File: config.mk
export PLATFORM = sky130hd
export DESIGN_NAME = rand_spawn_scheduler_flat
export DESIGN_NICKNAME = d
export VERILOG_FILES = /design/src/rtl/rand_spawn_scheduler_if.sv /design/src/rtl/rand_spawn_scheduler.sv /design/src/flat_wrapper.sv
export SDC_FILE = /design/constraint.sdc
export NUM_CORES = 1
export LEC_CHECK = 0
export ABC_AREA = 1
export CAP_MARGIN = 5
export CORE_ASPECT_RATIO = 0.8
export CORE_MARGIN = 2
export CORE_UTILIZATION = 30
export CTS_CLUSTER_SIZE = 30
export DETAILED_ROUTE_END_ITERATION = 7
export MAX_ROUTING_LAYER = met4
export PLACE_DENSITY = 0.62
export SLEW_MARGIN = 20
export SYNTH_ARGS = -nofsm -noshare
export SYNTH_HDL_FRONTEND = slang
export SYNTH_SLANG_ARGS = --single-unit
File: constraint.sdc
create_clock -name clk -period 4.2 [get_ports clk]
set_clock_uncertainty 0.05 [all_clocks]
set_input_delay 0.63 -clock clk [delete_from_list [all_inputs] [get_ports clk]]
set_output_delay 0.63 -clock clk [all_outputs]
set_load 0.01 [all_outputs]
File: src/rtl/rand_spawn_scheduler_if.sv
// Valid/ready spawn request channel from the scheduler (master) to the object manager (slave).
interface rand_spawn_scheduler_if;
  logic       spawn_valid;
  logic       spawn_ready;
  logic [3:0] spawn_pos;
  logic [1:0] spawn_kind;

  modport master (output spawn_valid, output spawn_pos, output spawn_kind, input spawn_ready);
  modport slave  (input spawn_valid, input spawn_pos, input spawn_kind, output spawn_ready);
endinterface

File: src/rtl/rand_spawn_scheduler.sv
// Turns LFSR words into randomly spaced spawn requests (lane + kind) on a valid/ready channel.
// Optional feature macro RAND_SPAWN_NO_REPEAT_EN: never offer the same lane twice in a row.
module rand_spawn_scheduler #(
  parameter int POS_COUNT = 10,
  parameter int MIN_GAP   = 16,
  parameter int GAP_BITS  = 6
) (
  input  logic                          clk,
  input  logic                          rst,
  input  logic [15:0]                   rnd_i,
  input  logic                          enable_i,
  input  logic                          tick_i,
  rand_spawn_scheduler_if.master        spawn,
  output logic [7:0]                    spawn_count_o,
  output logic                          busy_o
);

  localparam logic [1:0] IDLE  = 2'd0;
  localparam logic [1:0] WAIT  = 2'd1;
  localparam logic [1:0] OFFER = 2'd2;

  localparam logic [8:0] MIN_GAP_W = 9'(MIN_GAP);
  localparam logic [4:0] POS_W     = 5'(POS_COUNT);

  logic [1:0] state_q, state_d;
  logic [8:0] gap_q, gap_d;
  logic       valid_q, valid_d;
  logic [3:0] pos_q, pos_d;
  logic [1:0] kind_q, kind_d;
  logic [7:0] count_q, count_d;

  logic [8:0] gap_load;
  logic [3:0] raw_pos;
  logic [3:0] fold_pos;
  logic [3:0] offer_pos;
  logic       accept;
  logic       unused_rnd;

  assign gap_load   = MIN_GAP_W + {{(9 - GAP_BITS){1'b0}}, rnd_i[GAP_BITS-1:0]};
  assign raw_pos    = rnd_i[15:12];
  // POS_COUNT >= 8 keeps the folded value in range after a single subtraction.
  assign fold_pos   = ({1'b0, raw_pos} >= POS_W) ? (raw_pos - POS_W[3:0]) : raw_pos;
  assign accept     = (state_q == OFFER) && valid_q && spawn.spawn_ready;
  assign unused_rnd = ^rnd_i;

`ifdef RAND_SPAWN_NO_REPEAT_EN
  logic [3:0] last_pos_q, last_pos_d;
  logic       last_vld_q, last_vld_d;

  assign offer_pos = (last_vld_q && (fold_pos == last_pos_q))
                     ? (({1'b0, fold_pos} == (POS_W - 5'd1)) ? 4'd0 : (fold_pos + 4'd1))
                     : fold_pos;

  always_comb begin
    last_pos_d = last_pos_q;
    last_vld_d = last_vld_q;
    if (accept) begin
      last_pos_d = pos_q;
      last_vld_d = 1'b1;
    end
  end

  always_ff @(posedge clk or posedge rst) begin
    if (rst) begin
      last_pos_q <= 4'd0;
      last_vld_q <= 1'b0;
    end else begin
      last_pos_q <= last_pos_d;
      last_vld_q <= last_vld_d;
    end
  end
`else
  assign offer_pos = fold_pos;
`endif

  always_comb begin
    state_d = state_q;
    gap_d   = gap_q;
    valid_d = valid_q;
    pos_d   = pos_q;
    kind_d  = kind_q;
    count_d = count_q;
    case (state_q)
      IDLE: begin
        if (enable_i) begin
          state_d = WAIT;
          gap_d   = gap_load;
        end
      end
      WAIT: begin
        if (!enable_i) begin
          state_d = IDLE;
        end else if (tick_i) begin
          if (gap_q == 9'd1) begin
            state_d = OFFER;
            valid_d = 1'b1;
            pos_d   = offer_pos;
            kind_d  = rnd_i[11:10];
          end else begin
            gap_d = gap_q - 9'd1;
          end
        end
      end
      OFFER: begin
        // A pending request always completes, even if enable has dropped.
        if (accept) begin
          count_d = count_q + 8'd1;
          valid_d = 1'b0;
          if (enable_i) begin
            state_d = WAIT;
            gap_d   = gap_load;
          end else begin
            state_d = IDLE;
          end
        end
      end
      default: begin
        state_d = IDLE;
        valid_d = 1'b0;
      end
    endcase
  end

  always_ff @(posedge clk or posedge rst) begin
    if (rst) begin
      state_q <= IDLE;
      gap_q   <= 9'd0;
      valid_q <= 1'b0;
      pos_q   <= 4'd0;
      kind_q  <= 2'd0;
      count_q <= 8'd0;
    end else begin
      state_q <= state_d;
      gap_q   <= gap_d;
      valid_q <= valid_d;
      pos_q   <= pos_d;
      kind_q  <= kind_d;
      count_q <= count_d;
    end
  end

  assign spawn.spawn_valid = valid_q;
  assign spawn.spawn_pos   = pos_q;
  assign spawn.spawn_kind  = kind_q;
  assign spawn_count_o     = count_q;
  assign busy_o            = (state_q != IDLE);

endmodule

File: src/flat_wrapper.sv
// flat-port wrapper written by rule: the top's interface ports become plain ports
module rand_spawn_scheduler_flat 
#(
  parameter int POS_COUNT = 10,
  parameter int MIN_GAP   = 16,
  parameter int GAP_BITS  = 6
)
  (clk, rst, rnd_i, enable_i, tick_i, spawn_count_o, busy_o, spawn_spawn_valid, spawn_spawn_pos, spawn_spawn_kind, spawn_spawn_ready);
  rand_spawn_scheduler_if spawn_i ();
  input  logic clk;
  input  logic rst;
  input  logic [15:0] rnd_i;
  input  logic enable_i;
  input  logic tick_i;
  output logic [7:0] spawn_count_o;
  output logic busy_o;
  output wire logic [$bits(spawn_i.spawn_valid)-1:0] spawn_spawn_valid;
  output wire logic [$bits(spawn_i.spawn_pos)-1:0] spawn_spawn_pos;
  output wire logic [$bits(spawn_i.spawn_kind)-1:0] spawn_spawn_kind;
  input wire logic [$bits(spawn_i.spawn_ready)-1:0] spawn_spawn_ready;
  assign spawn_spawn_valid = spawn_i.spawn_valid;
  assign spawn_spawn_pos = spawn_i.spawn_pos;
  assign spawn_spawn_kind = spawn_i.spawn_kind;
  assign spawn_i.spawn_ready = spawn_spawn_ready;
  rand_spawn_scheduler #(.POS_COUNT(POS_COUNT), .MIN_GAP(MIN_GAP), .GAP_BITS(GAP_BITS)) u_core (.clk(clk), .rst(rst), .rnd_i(rnd_i), .enable_i(enable_i), .tick_i(tick_i), .spawn(spawn_i), .spawn_count_o(spawn_count_o), .busy_o(busy_o));
endmodule
==> impl_metrics.yaml <==
detailed_routing:
  routed-via-count: 1395
  drt_iter0_drc: 98
  residual_antenna_violating_net_count_after_detailed_routing: 0
  postRouteWirelength_um: 3313
  detail_route.drc_violations: 0
  vias_per_cell: 4.515
  drt_pass1_iterations: 4
  route.detailed.wl_per_inst_um: 10.72
layout:
  layout.filler_cells: 514
  final_layout_size_suffix_gt1_frac: 0.1296
  stdcell_area_mm2: 0.002042
  num-nets-final: 274
  area_growth_syn_to_layout_pct: 26.32
  post_layout_nonfiller_instances: 309
  num_antenna_cells: 0
placed_design:
  place_worst_setup_slack_ns: 1.916
  placed_wire_length_estimate_um: 2488
  placed_cells: 305
  portBuffers: 32
  globalplace.congestion: 0.7851
  place_area_mm2: 0.001987
sta:
  worst_slack_ns: 2.155
  setup_repair_after_global_routing_missed_its_margin: "false"
  final_count_of_negative_setup_slack_endpoints: 0
  timing.final.hold_violations: 0
  slew_violations: 0
  max_freq_mhz: 488.9
  timing.final.crit_share: 0.4870
  headroom_to_the_max_slew_limit: 0.6304
  finalCriticalPeriod_ns: 2.045
  worst_pin_slew_ns: 0.5536
  fin_setup_tns_ns: 0
critical_path:
  arrival_ns: 1.37
  crit_fanout: 3
  r2r_start: "u_core.gap_q[1]$_DFFE_PP0P_"
  cp-start-kind: "flop"
  critPathKind: "reg -> out"
  cp-end-kind: "primary output"
  reg2regPathDepth: 9
  timing.rr.end: "u_core.spawn.spawn_kind[0]$_DFFE_PP0P_"
  r2r_slack_ns: 2.46
  worst-endpoint-required_ns: 3.52
power:
  p_leak_uw: 0.001056
  ir_drop_v: 0.0002639
  power_density_mw_per_mm2: 541.8
  total_design_power_uw: 1106
global_routing:
  via_count_of_the_first_global_routing_pass: 1217
  gr-total-overflow: 0
  grtUsageTotal: 0.1190
  antenna_violations_before_repair: 0
  grt_pass1_wl_um: 5637
  maximum_number_of_pins_on_one_net_before_global_route_repair: 27
die:
  die-area_mm2: 0.005995
  floorplan.initialDensity: 0.3174
  die_h_um: 69.66
  die_w_um: 86.07
  num_io_pins: 37
  placement_row_count: 23
  fp.coreArea_mm2: 0.005094
yosys:
  postSynthNetCount: 240
  syn-mean-instance-area_um2: 7.554
  ys_seq_area_frac: 0.4025
  ys_ff_latch: 26
  most_used_dff_post_synth: "sky130_fd_sc_hd__dfrtp_1"
  synth_edf_count: 0
  synth_instances: 214
  syn_area_mm2: 0.001617
  yosysUniqueCellTypes: 23
  yosys_warnings: 0
  ys_async_sr_fraction: 1.000
cts:
  post_cts_hold_buffer_count: 0
  cts.htree.levels: 1
  clock_latency_ns: 0.27
  tritoncts_clock_tree: "yes"
  clk_pin_slew_ns: 0.09
  clock_path_buffers: 2
  cts.sink_count: 26
  cts_buffers: 3
  post_cts_buffers: 0
  post_cts_sizing_count: 0
  cts_root_buf: "sky130_fd_sc_hd__clkbuf_8"
hold_path:
  hold-path-endpoint: "u_core.spawn.spawn_pos[1]$_DFFE_PP0P_"
  hp-start: "u_core.spawn.spawn_pos[1]$_DFFE_PP0P_"
  hold_depth: 2
  hp-class: "reg -> reg"
flow_run:
  max_cap_violations: 0
run_status:
  result_of_the_run: "finished clean"
## metrics by stage
stage	util	hold slack (ns)
4_1_cts	0.4009	0.4521
5_1_grt	0.4009	0.4722
3_5_place_dp	0.3901	0.4266
6_report	0.4009	0.4461
3_3_place_gp	0.3901	0.4258
2_1_floorplan	-	0.4620
## worst max path at each step
stage          cells past startpoint                          start  slack (ns)                               endpoint
2_1_floorplan                     10    u_core.gap_q[1]$_DFFE_PP0P_        2.72  u_core.spawn.spawn_pos[1]$_DFFE_PP0P_
3_5_place_dp                       7              spawn_spawn_ready        1.92            u_core.gap_q[6]$_DFFE_PP0P_
3_3_place_gp                       6              spawn_spawn_ready        1.93            u_core.gap_q[0]$_DFFE_PP0P_
5_1_grt                            6              spawn_spawn_ready        2.06            u_core.gap_q[1]$_DFFE_PP0P_
4_1_cts                            3  u_core.state_q[1]$_DFFE_PP0P_        2.13                                 busy_o
6_report                           3  u_core.state_q[1]$_DFFE_PP0P_        2.15                                 busy_o
## state kept, by name, indices dropped and copies added, names as in the netlist
register                  count
u_core.spawn_count_o          8
u_core.spawn.spawn_valid      1
u_core.spawn.spawn_kind       2
u_core.gap_q                  9
u_core.state_q                2
u_core.spawn.spawn_pos        4
## cell type report
cell class / count / area, µm² / area share
Clock buffer: 4 / 55.05 / 0.02696
Inverter: 27 / 101.3 / 0.04963
Multi-Input combinational cell: 158 / 837.1 / 0.4099
Sequential cell: 26 / 650.6 / 0.3186
Tap cell: 62 / 77.57 / 0.03799
Timing Repair Buffer: 32 / 320.3 / 0.1569
## layer usage
metal	vias to the layer above	global-route usage	wire length [µm]
li1	742	-	-
met1	628	0.1630	1687
met2	23	0.1800	1496
met3	2	0.03333	118
met4	0	0.01587	11
met5	-	-	0
## cell usage in the layout, fill, tap and decap left out
| master | instances |
|---|---|
| sky130_fd_sc_hd__nand3_1 | 25 |
| sky130_fd_sc_hd__inv_2 | 6 |
| sky130_fd_sc_hd__nand2_1 | 73 |
| sky130_fd_sc_hd__dfrtp_1 | 26 |
| sky130_fd_sc_hd__o21ai_1 | 2 |
| sky130_fd_sc_hd__nor2_1 | 12 |
| sky130_fd_sc_hd__or2_2 | 1 |
| sky130_fd_sc_hd__o21ai_0 | 7 |
| sky130_fd_sc_hd__nand3_2 | 2 |
| sky130_fd_sc_hd__inv_1 | 21 |
| sky130_fd_sc_hd__nor2_8 | 1 |
| sky130_fd_sc_hd__nor2_2 | 3 |
| sky130_fd_sc_hd__nand2_4 | 1 |
| sky130_fd_sc_hd__nand2_2 | 5 |
| sky130_fd_sc_hd__o21bai_1 | 1 |
| sky130_fd_sc_hd__nand4_1 | 5 |
| sky130_fd_sc_hd__xor2_1 | 4 |
| sky130_fd_sc_hd__ha_1 | 5 |
| sky130_fd_sc_hd__nor2_4 | 3 |
| sky130_fd_sc_hd__xnor2_1 | 2 |
| sky130_fd_sc_hd__o21ai_2 | 6 |
| sky130_fd_sc_hd__clkdlybuf4s50_1 | 32 |
| sky130_fd_sc_hd__clkbuf_8 | 4 |
## critical path, cell delays in order, from the launching register on
cell	delay, ns
sky130_fd_sc_hd__dfrtp_1	0.43
sky130_fd_sc_hd__inv_2	0.07
sky130_fd_sc_hd__nand2_1	0.06
sky130_fd_sc_hd__clkdlybuf4s50_1	0.54
## synthesized netlist by cell type, types with 2 or more instances
library cell,count,area [µm²]
sky130_fd_sc_hd__xor2_1,4,35.03
sky130_fd_sc_hd__nor2_1,12,45.04
sky130_fd_sc_hd__inv_1,22,82.58
sky130_fd_sc_hd__nand4_1,5,31.28
sky130_fd_sc_hd__o21ai_2,6,52.55
sky130_fd_sc_hd__nand2_1,73,274.0
sky130_fd_sc_hd__nand3_1,25,125.1
sky130_fd_sc_hd__buf_6,2,22.52
sky130_fd_sc_hd__o21ai_1,2,10.01
sky130_fd_sc_hd__dfrtp_1,26,650.6
sky130_fd_sc_hd__nand2_2,5,31.28
sky130_fd_sc_hd__inv_2,5,18.77
sky130_fd_sc_hd__o21ai_0,7,35.03
sky130_fd_sc_hd__nor2_4,3,33.78
sky130_fd_sc_hd__xnor2_1,2,17.52
sky130_fd_sc_hd__ha_1,5,62.56
sky130_fd_sc_hd__nor2_2,3,18.77
sky130_fd_sc_hd__nand3_2,2,20.02
## logic make-up (layout without fill, tap and decap cells)
group           Yosys count  in the layout  synth area share
xor+xnor                  6              6           0.03251
buf+inv                  30             63           0.07972
flops                    26             26            0.4025
simple gates            131            131            0.3816
compound gates           16             16           0.06501
fa+ha+maj                 5              5           0.03870
## report_power, final
| part | internal [µW] | switching (µW) | total, µW |
|---|---|---|---|
| Combinational | 226 | 322 | 548 |
| Sequential | 321 | 73.2 | 394 |
| Clock | 83.8 | 80.1 | 164 |
No activity file was read; power rests on OpenSTA's default activity.
